$ cat src/rtl/keypad_scanner.sv
// 4x4 matrix keypad scanner: walks an active-low column strobe, debounces the first key
// found, emits its {row, col} code with a one-cycle strobe, then waits for a clean release.
module keypad_scanner #(
  parameter int unsigned SCAN_CYCLES     = 1000,
  parameter int unsigned DEBOUNCE_CYCLES = 20000
) (
  input  logic       clock,
  input  logic       reset,
  input  logic [3:0] row_n,
  output logic [3:0] col_n,
  output logic [3:0] button,
  output logic       is_pressed_next
);

  localparam int unsigned SW = (SCAN_CYCLES > 1) ? $clog2(SCAN_CYCLES) : 1;
  localparam int unsigned DW = (DEBOUNCE_CYCLES > 1) ? $clog2(DEBOUNCE_CYCLES) : 1;
  localparam logic [SW-1:0] SCAN_LAST = SW'(SCAN_CYCLES - 1);
  localparam logic [DW-1:0] DEB_LAST  = DW'(DEBOUNCE_CYCLES - 1);

  typedef enum logic [2:0] {StScan, StDebounce, StPress, StHold, StRelease} state_e;

  state_e          state_q, state_d;
  logic [3:0]      sync1_q, sync2_q;
  logic [SW-1:0]   scan_cnt_q, scan_cnt_d;
  logic [DW-1:0]   deb_cnt_q, deb_cnt_d;
  logic [1:0]      col_q, col_d;
  logic [1:0]      row_idx_q, row_idx_d;
  logic [3:0]      button_q, button_d;
  logic            strobe_q, strobe_d;

  logic [3:0]      row_low;
  logic            sel_low;
  logic [1:0]      first_row;

  assign row_low = ~sync2_q;
  assign sel_low = row_low[row_idx_q];

  // Lowest-numbered active row wins when several keys share a column.
  always_comb begin
    first_row = 2'd3;
    if (row_low[0])      first_row = 2'd0;
    else if (row_low[1]) first_row = 2'd1;
    else if (row_low[2]) first_row = 2'd2;
  end

  always_comb begin
    state_d    = state_q;
    scan_cnt_d = scan_cnt_q;
    deb_cnt_d  = deb_cnt_q;
    col_d      = col_q;
    row_idx_d  = row_idx_q;
    button_d   = button_q;
    strobe_d   = 1'b0;
    case (state_q)
      StScan: begin
        if (scan_cnt_q >= SCAN_LAST) begin
          scan_cnt_d = '0;
          if (|row_low) begin
            row_idx_d = first_row;
            deb_cnt_d = '0;
            state_d   = StDebounce;
          end else begin
            col_d = col_q + 2'd1;
          end
        end else begin
          scan_cnt_d = scan_cnt_q + 1'b1;
        end
      end
      StDebounce: begin
        if (!sel_low) begin
          scan_cnt_d = '0;
          state_d    = StScan;
        end else if (deb_cnt_q >= DEB_LAST) begin
          state_d = StPress;
        end else begin
          deb_cnt_d = deb_cnt_q + 1'b1;
        end
      end
      StPress: begin
        button_d = {row_idx_q, col_q};
        strobe_d = 1'b1;
        state_d  = StHold;
      end
      StHold: begin
        if (!sel_low) begin
          deb_cnt_d = '0;
          state_d   = StRelease;
        end
      end
      StRelease: begin
        if (sel_low) begin
          state_d = StHold;
        end else if (deb_cnt_q >= DEB_LAST) begin
          col_d      = col_q + 2'd1;
          scan_cnt_d = '0;
          state_d    = StScan;
        end else begin
          deb_cnt_d = deb_cnt_q + 1'b1;
        end
      end
      default: state_d = StScan;
    endcase
  end

  always_ff @(posedge clock or posedge reset) begin
    if (reset) begin
      sync1_q    <= 4'hF;
      sync2_q    <= 4'hF;
      state_q    <= StScan;
      scan_cnt_q <= '0;
      deb_cnt_q  <= '0;
      col_q      <= 2'd0;
      row_idx_q  <= 2'd0;
      button_q   <= 4'h0;
      strobe_q   <= 1'b0;
    end else begin
      sync1_q    <= row_n;
      sync2_q    <= sync1_q;
      state_q    <= state_d;
      scan_cnt_q <= scan_cnt_d;
      deb_cnt_q  <= deb_cnt_d;
      col_q      <= col_d;
      row_idx_q  <= row_idx_d;
      button_q   <= button_d;
      strobe_q   <= strobe_d;
    end
  end

  assign col_n           = ~(4'b0001 << col_q);
  assign button          = button_q;
  assign is_pressed_next = strobe_q;

endmodule

$ cat config.mk
export PLATFORM = sky130hd
export DESIGN_NAME = keypad_scanner
export DESIGN_NICKNAME = d
export VERILOG_FILES = /design/src/rtl/keypad_scanner.sv
export SDC_FILE = /design/constraint.sdc
export NUM_CORES = 1
export LEC_CHECK = 0
export CAP_MARGIN = 15
export CORE_UTILIZATION = 60
export DETAILED_ROUTE_END_ITERATION = 10
export PLACE_DENSITY = 0.81
export SETUP_SLACK_MARGIN = 0.5
export SYNTH_ARGS = -nofsm -noshare
export SYNTH_HDL_FRONTEND = slang
export SYNTH_SLANG_ARGS = --single-unit
$ cat constraint.sdc
create_clock -name clock -period 3.1 [get_ports clock]
set_input_delay 0.775 -clock clock [delete_from_list [all_inputs] [get_ports clock]]
set_output_delay 0.775 -clock clock [all_outputs]
set_load 0.01 [all_outputs]
==> flow_summary.ini, run 1 <==
[cts]
cts_max_level = 2
cts_resized = 0
tritoncts = built
clock-sinks = 45
cts_hold_buf = 0
cts-buffers-inserted = 5
clkTransAtPathRegs_ps = 90
post_cts_buffers = 0
clk_root_buffer_cell = clkbuf_8
clk-insertion-delay-late_ps = 290
clockBufferDepth = 2

[sta]
fmax_mhz = 425
skew_ps = 9.71
max-slew-margin-rel_pct = 54.4
finalSetupViolations = 0
whs_ps = 358
finalSetupTns_ps = 0
grt_setup_unrepaired = no
post-route-period-util_pct = 75.9
finalHoldViolCount = 0
slew_violations = 0
fin_crit_ps = 2350
fin_ws_ps = 746
worst_pin_slew_ps = 680

[critical_path]
cp-start-kind = register
cp.arrival_ps = 1580
critPathRequiredTime_ps = 2320
crit_type = register to output pin
cp-end-kind = output pin
crit_fanout = 4

[route]
ant_nets = 0
wire_per_inst_um = 15.2
drc = 0
via_count = 1825
first_pass_iters = 4
via_per_inst = 6.17
drt_iter0_drc = 196
routed_wl_um = 4510

[hold_path]
hp-class = register to register

[global_route]
grt.overflow.total = 0
antenna_found_initial = 0
grt_pass1_wl_um = 7820
grt_max_degree = 46
grt_pass1_vias = 1743
globalRouteTotalUtil_pct = 24.4

[floorplan]
io_pins = 15
rows = 22
core_um2 = 3720
die_area_um2 = 4190
die_h_um = 64.7
start_util_pct = 63.5
die_w_um = 64.7

[yosys]
syn_nets = 243
seq_area_frac_synth_pct = 48.1
synthDistinctLibCells = 59
ys_async_sr_fraction_pct = 100
ys_top_cells_by_area = dfrtp_1, dfstp_2, ha_1
postSynthRegisterBits = 45
yosysTopAreaCell = dfrtp_1
yosysTopAreaCellShare_pct = 39.2
synth_ff_type = dfrtp_1
synth.top_cells.by_count = dfrtp_1, inv_1, a21oi_1
syn_inst = 231
synth_edf_count = 0
syn_area_um2 = 2360
synth.most_common_cell = dfrtp_1
synth_area_per_cell_um2 = 10.2
ys.warnings.count = 0

[power]
peakVddDrop_v = 0.000424
cellLeakagePower_nw = 1.16
power.density_nw_per_um2 = 381

[placement]
io_buffers = 14
gp_congestion = 0.835
place_ws_ps = 838
dp_hpwl_um = 3130

[layout]
n_antenna_cell = 0
syn_to_final_growth_pct = 10.7
layout.nets = 259
fillers = 281
drive_gt1_share_pct = 14.5

[outcome]
status = finished, final reports clean

[flow_run]
drv_cap = 0
-- power breakdown --
| part | switching (W) | leakage (nW) | total (W) | internal (W) |
|---|---|---|---|---|
| clock | 0.000193 | 0.0512 | 0.000373 | 0.000181 |
| sequential | 0.00000278 | 0.587 | 0.000599 | 0.000596 |
| combinational | 0.0000152 | 0.521 | 0.0000240 | 0.00000874 |
| total | 0.000211 | 1.16 | 0.000996 | 0.000785 |
-- final cells by class --
cell class / instances / area, um^2 / area share [%]
clock inverters: 2 / 13.8 / 0.527
inverters: 16 / 60.1 / 2.30
repair buffers: 16 / 155 / 5.94
clock buffers: 6 / 82.6 / 3.16
well taps: 48 / 60.1 / 2.30
flip-flops and latches: 45 / 1140 / 43.5
multi-input cells: 163 / 1110 / 42.3
-- per-stage QoR --
step	cell area [um^2]	instances	power (W)	utilization (%)
2_1_floorplan	2360	231	0.000623	-
3_3_place_gp	2520	288	0.000634	67.7
3_5_place_dp	2520	288	0.000635	67.7
4_1_cts	2610	296	0.00101	70.3
5_1_grt	2610	296	0.00103	70.3
6_report	2610	296	0.000996	70.3
-- flip-flops by register name, indices dropped and copies added, names as in the netlist --
name             count
col_q                2
sync2_q              4
button               4
scan_cnt_q          10
is_pressed_next      1
row_idx_q            2
sync1_q              4
state_q              3
deb_cnt_q           15
-- cell usage in the layout, fill, tap and decap left out, types with 2 or more instances in the layout --
cell,count
and3_1,8
nand3_1,13
nand2b_1,2
nand4_1,2
clkdlybuf4s50_1,14
nor3_1,3
or3_1,3
nor2_1,8
o21ai_1,7
dfrtp_1,37
mux2_2,5
dfstp_2,8
clkbuf_8,6
a21oi_1,14
and4_1,4
o21a_1,2
a31o_2,2
nand2_1,12
nor2b_1,2
a31oi_1,11
o21ai_0,13
inv_1,15
a41oi_1,3
a211o_1,2
a211oi_1,2
buf_4,2
o31ai_1,3
and2_1,5
o41ai_1,2
ha_1,6
-- metal layers --
layer	vias up	GRT usage [%]	wire length [um]
met3	4	5.46	118
met1	896	31.4	2020
met4	0	6.94	33
li1	897	-	-
met2	28	40.9	2330
met5	-	0	0
-- critical path, cell delays in order (launching register included) --
cell	delay, ps
dfrtp_1	410
inv_1	100
ha_1	200
inv_1	50
clkdlybuf4s50_1	520
-- cell families (layout without fill, tap and decap cells) --
| kind of cell | count (synthesis) | in the layout | synth area share (%) |
|---|---|---|---|
| compound gates | 78 | 78 | 22.5 |
| simple gates | 70 | 70 | 16.5 |
| fa+ha+maj | 6 | 6 | 3.18 |
| flops | 45 | 45 | 48.1 |
| xor+xnor | 1 | 1 | 0.371 |
| mux | 8 | 8 | 4.35 |
| buf+inv | 23 | 40 | 5.03 |
-- final timing paths --
kind,startpoint,to,slack (ps),cells after the start
max,col_q[0],col_n[0],750,4
min,sync1_q[0],sync2_q[0],360,0
max reg2reg,deb_cnt_q[0],scan_cnt_q[1],830,6
min reg2reg,sync1_q[0],sync2_q[0],360,0
max in group asynchronous,reset,sync2_q[1],1790,3
min in group asynchronous,reset,deb_cnt_q[1],930,3
Power figures use the tool's default switching activity.
==> run 2, diff against run 1 <==
--- a/config.mk
+++ b/config.mk
@@ -6,9 +6,9 @@
 export NUM_CORES = 1
 export LEC_CHECK = 0
 export CAP_MARGIN = 15
-export CORE_UTILIZATION = 60
+export CORE_UTILIZATION = 53
 export DETAILED_ROUTE_END_ITERATION = 10
-export PLACE_DENSITY = 0.81
+export PLACE_DENSITY = 0.75
 export SETUP_SLACK_MARGIN = 0.5
 export SYNTH_ARGS = -nofsm -noshare
 export SYNTH_HDL_FRONTEND = slang
==> constraint.sdc (replaced) <==
create_clock -name clock -period 2 [get_ports clock]
set_input_delay 0.5 -clock clock [delete_from_list [all_inputs] [get_ports clock]]
set_output_delay 0.5 -clock clock [all_outputs]
set_load 0.01 [all_outputs]
==> run 2 against run 1 <==
Clock skew is 5.6 ps lower. Combinational power is 100% higher. Global-route usage is 0.99 points higher. First-iteration DRC count is 17% lower. Core utilization is 7.7 points higher. Critical path depth is 2 higher. Sequential power is 55% higher. Critical endpoint is now deb_cnt_q[1]. Largest power group unchanged.
==> flow_summary.ini, run 2 (same netlist as run 1, synthesis figures left out) <==
[cts]
clk_root_buffer_cell = clkbuf_8
clockBufferDepth = 2
cts-buffers-inserted = 5
clkTransAtPathRegs_ps = 90
cts_max_level = 2
tritoncts = built
clock-sinks = 45
clk-insertion-delay-late_ps = 310

[floorplan]
io_pins = 15
die_w_um = 68.7
die_area_um2 = 4730
start_util_pct = 57.0
core_um2 = 4140
rows = 23
die_h_um = 68.7

[sta]
fmax_mhz = 510
fin_crit_ps = 1960
skew_ps = 4.15
finalSetupViolations = 0
post-route-period-util_pct = 98.0
worst_pin_slew_ps = 444
finalHoldViolCount = 0
whs_ps = 359
grt_setup_unrepaired = yes
max-slew-margin-rel_pct = 70.3
slew_violations = 0

[layout]
regMostFlops = deb_cnt_q
drive_gt1_share_pct = 41.8
top_regs = deb_cnt_q: 15 flops, scan_cnt_q: 10 flops
layout_commonest_cell = dfrtp_1
design_area_um2 = 3230
n_antenna_cell = 0
layout_common_cells = dfrtp_1, buf_4, buf_6
syn_to_final_growth_pct = 36.9
largest_reg_flops = 15
layout.nets = 298

[global_route]
grt_max_degree = 27
grt_pass1_wl_um = 8640
grt.overflow.total = 0
antenna_found_initial = 0
grt_pass1_vias = 1893
globalRouteTotalUtil_pct = 25.3

[route]
drt_iter0_drc = 162
via_per_inst = 6.25
drc = 0
via_count = 2105
ant_nets = 0
wire_per_inst_um = 17.4
first_pass_iters = 4
routed_wl_um = 5870

[critical_path]
critPathRequiredTime_ps = 2200
crit_fanout = 5
cp-start-kind = register
cp.arrival_ps = 2160
cp-end-kind = register
crit_type = register to register
rr_worst_depth = 6

[power]
power.density_nw_per_um2 = 486
peakVddDrop_v = 0.000523
p_total_w = 0.00157
cellLeakagePower_nw = 1.41

[placement]
dp_hpwl_um = 3420
io_buffers = 14
place_area_um2 = 2750
gp_congestion = 0.932

[outcome]
status = finished, final reports clean

[flow_run]
drv_cap = 0

[hold_path]
hp-class = register to register
whs_path_depth = 0
==> run 2: worst max-delay path: stages, from the launching register on <==
cell,delay [ps]
dfrtp_1,370
mux4_2,580
mux2i_4,280
a211oi_4,110
buf_6,150
o21bai_4,160
a32o_1,200
==> run 2: timing repair <==
action / 4_1_cts / 5_1_grt
hold buffers: 0 / 0
pin swaps: 12 / 9
cloned: 1 / 0
setup buffers: 15 / 6
resized for setup: 57 / 34
endpoints found under the setup margin: 43 / 44
==> run 2: routing by layer <==
metal	GRT usage [%]	vias to the layer above	routed length, um
met4	15.1	0	170
met3	5.59	14	199
met2	41.2	52	3120
li1	-	976	-
met5	0	-	0
met1	30.7	1063	2390
==> run 2: area by class of cell <==
cell class | count | area (um^2)
clock inverters | 3 | 25.0
clock buffers | 5 | 68.8
fillers | 258 | 911
inverters | 16 | 77.6
multi-input cells | 163 | 1340
well taps | 50 | 62.6
repair buffers | 55 | 524
flip-flops and latches | 45 | 1140
==> run 2: stage by stage <==
| stage | setup slack [ps] | cells | util (%) | setup TNS [ps] |
|---|---|---|---|---|
| 2_1_floorplan | 115 | 231 | - | 0 |
| 3_3_place_gp | 35.1 | 307 | 66.2 | 0 |
| 3_5_place_dp | 5.47 | 307 | 66.2 | 0 |
| 4_1_cts | 58.3 | 331 | 74.5 | 0 |
| 5_1_grt | -62.1 | 337 | 78.0 | -477 |
| 6_report | 39.7 | 337 | 78.0 | 0 |
==> run 2: final timing paths <==
path | startpoint | endpoint | slack [ps]
max | row_idx_q[0] | deb_cnt_q[1] | 40
max reg2reg | row_idx_q[0] | deb_cnt_q[1] | 40
max in group asynchronous | reset | state_q[1] | 980
min reg2reg | sync1_q[2] | sync2_q[2] | 360
min | sync1_q[2] | sync2_q[2] | 360
min in group asynchronous | reset | scan_cnt_q[9] | 550
==> run 2: report_power, final <==
group          internal [W]   total, W  leakage [nW]  switching [W]
Clock              0.000255   0.000593        0.0452       0.000338
Combinational     0.0000189  0.0000480         0.783      0.0000291
Sequential         0.000924   0.000929         0.583     0.00000503
Total               0.00120    0.00157          1.41       0.000373
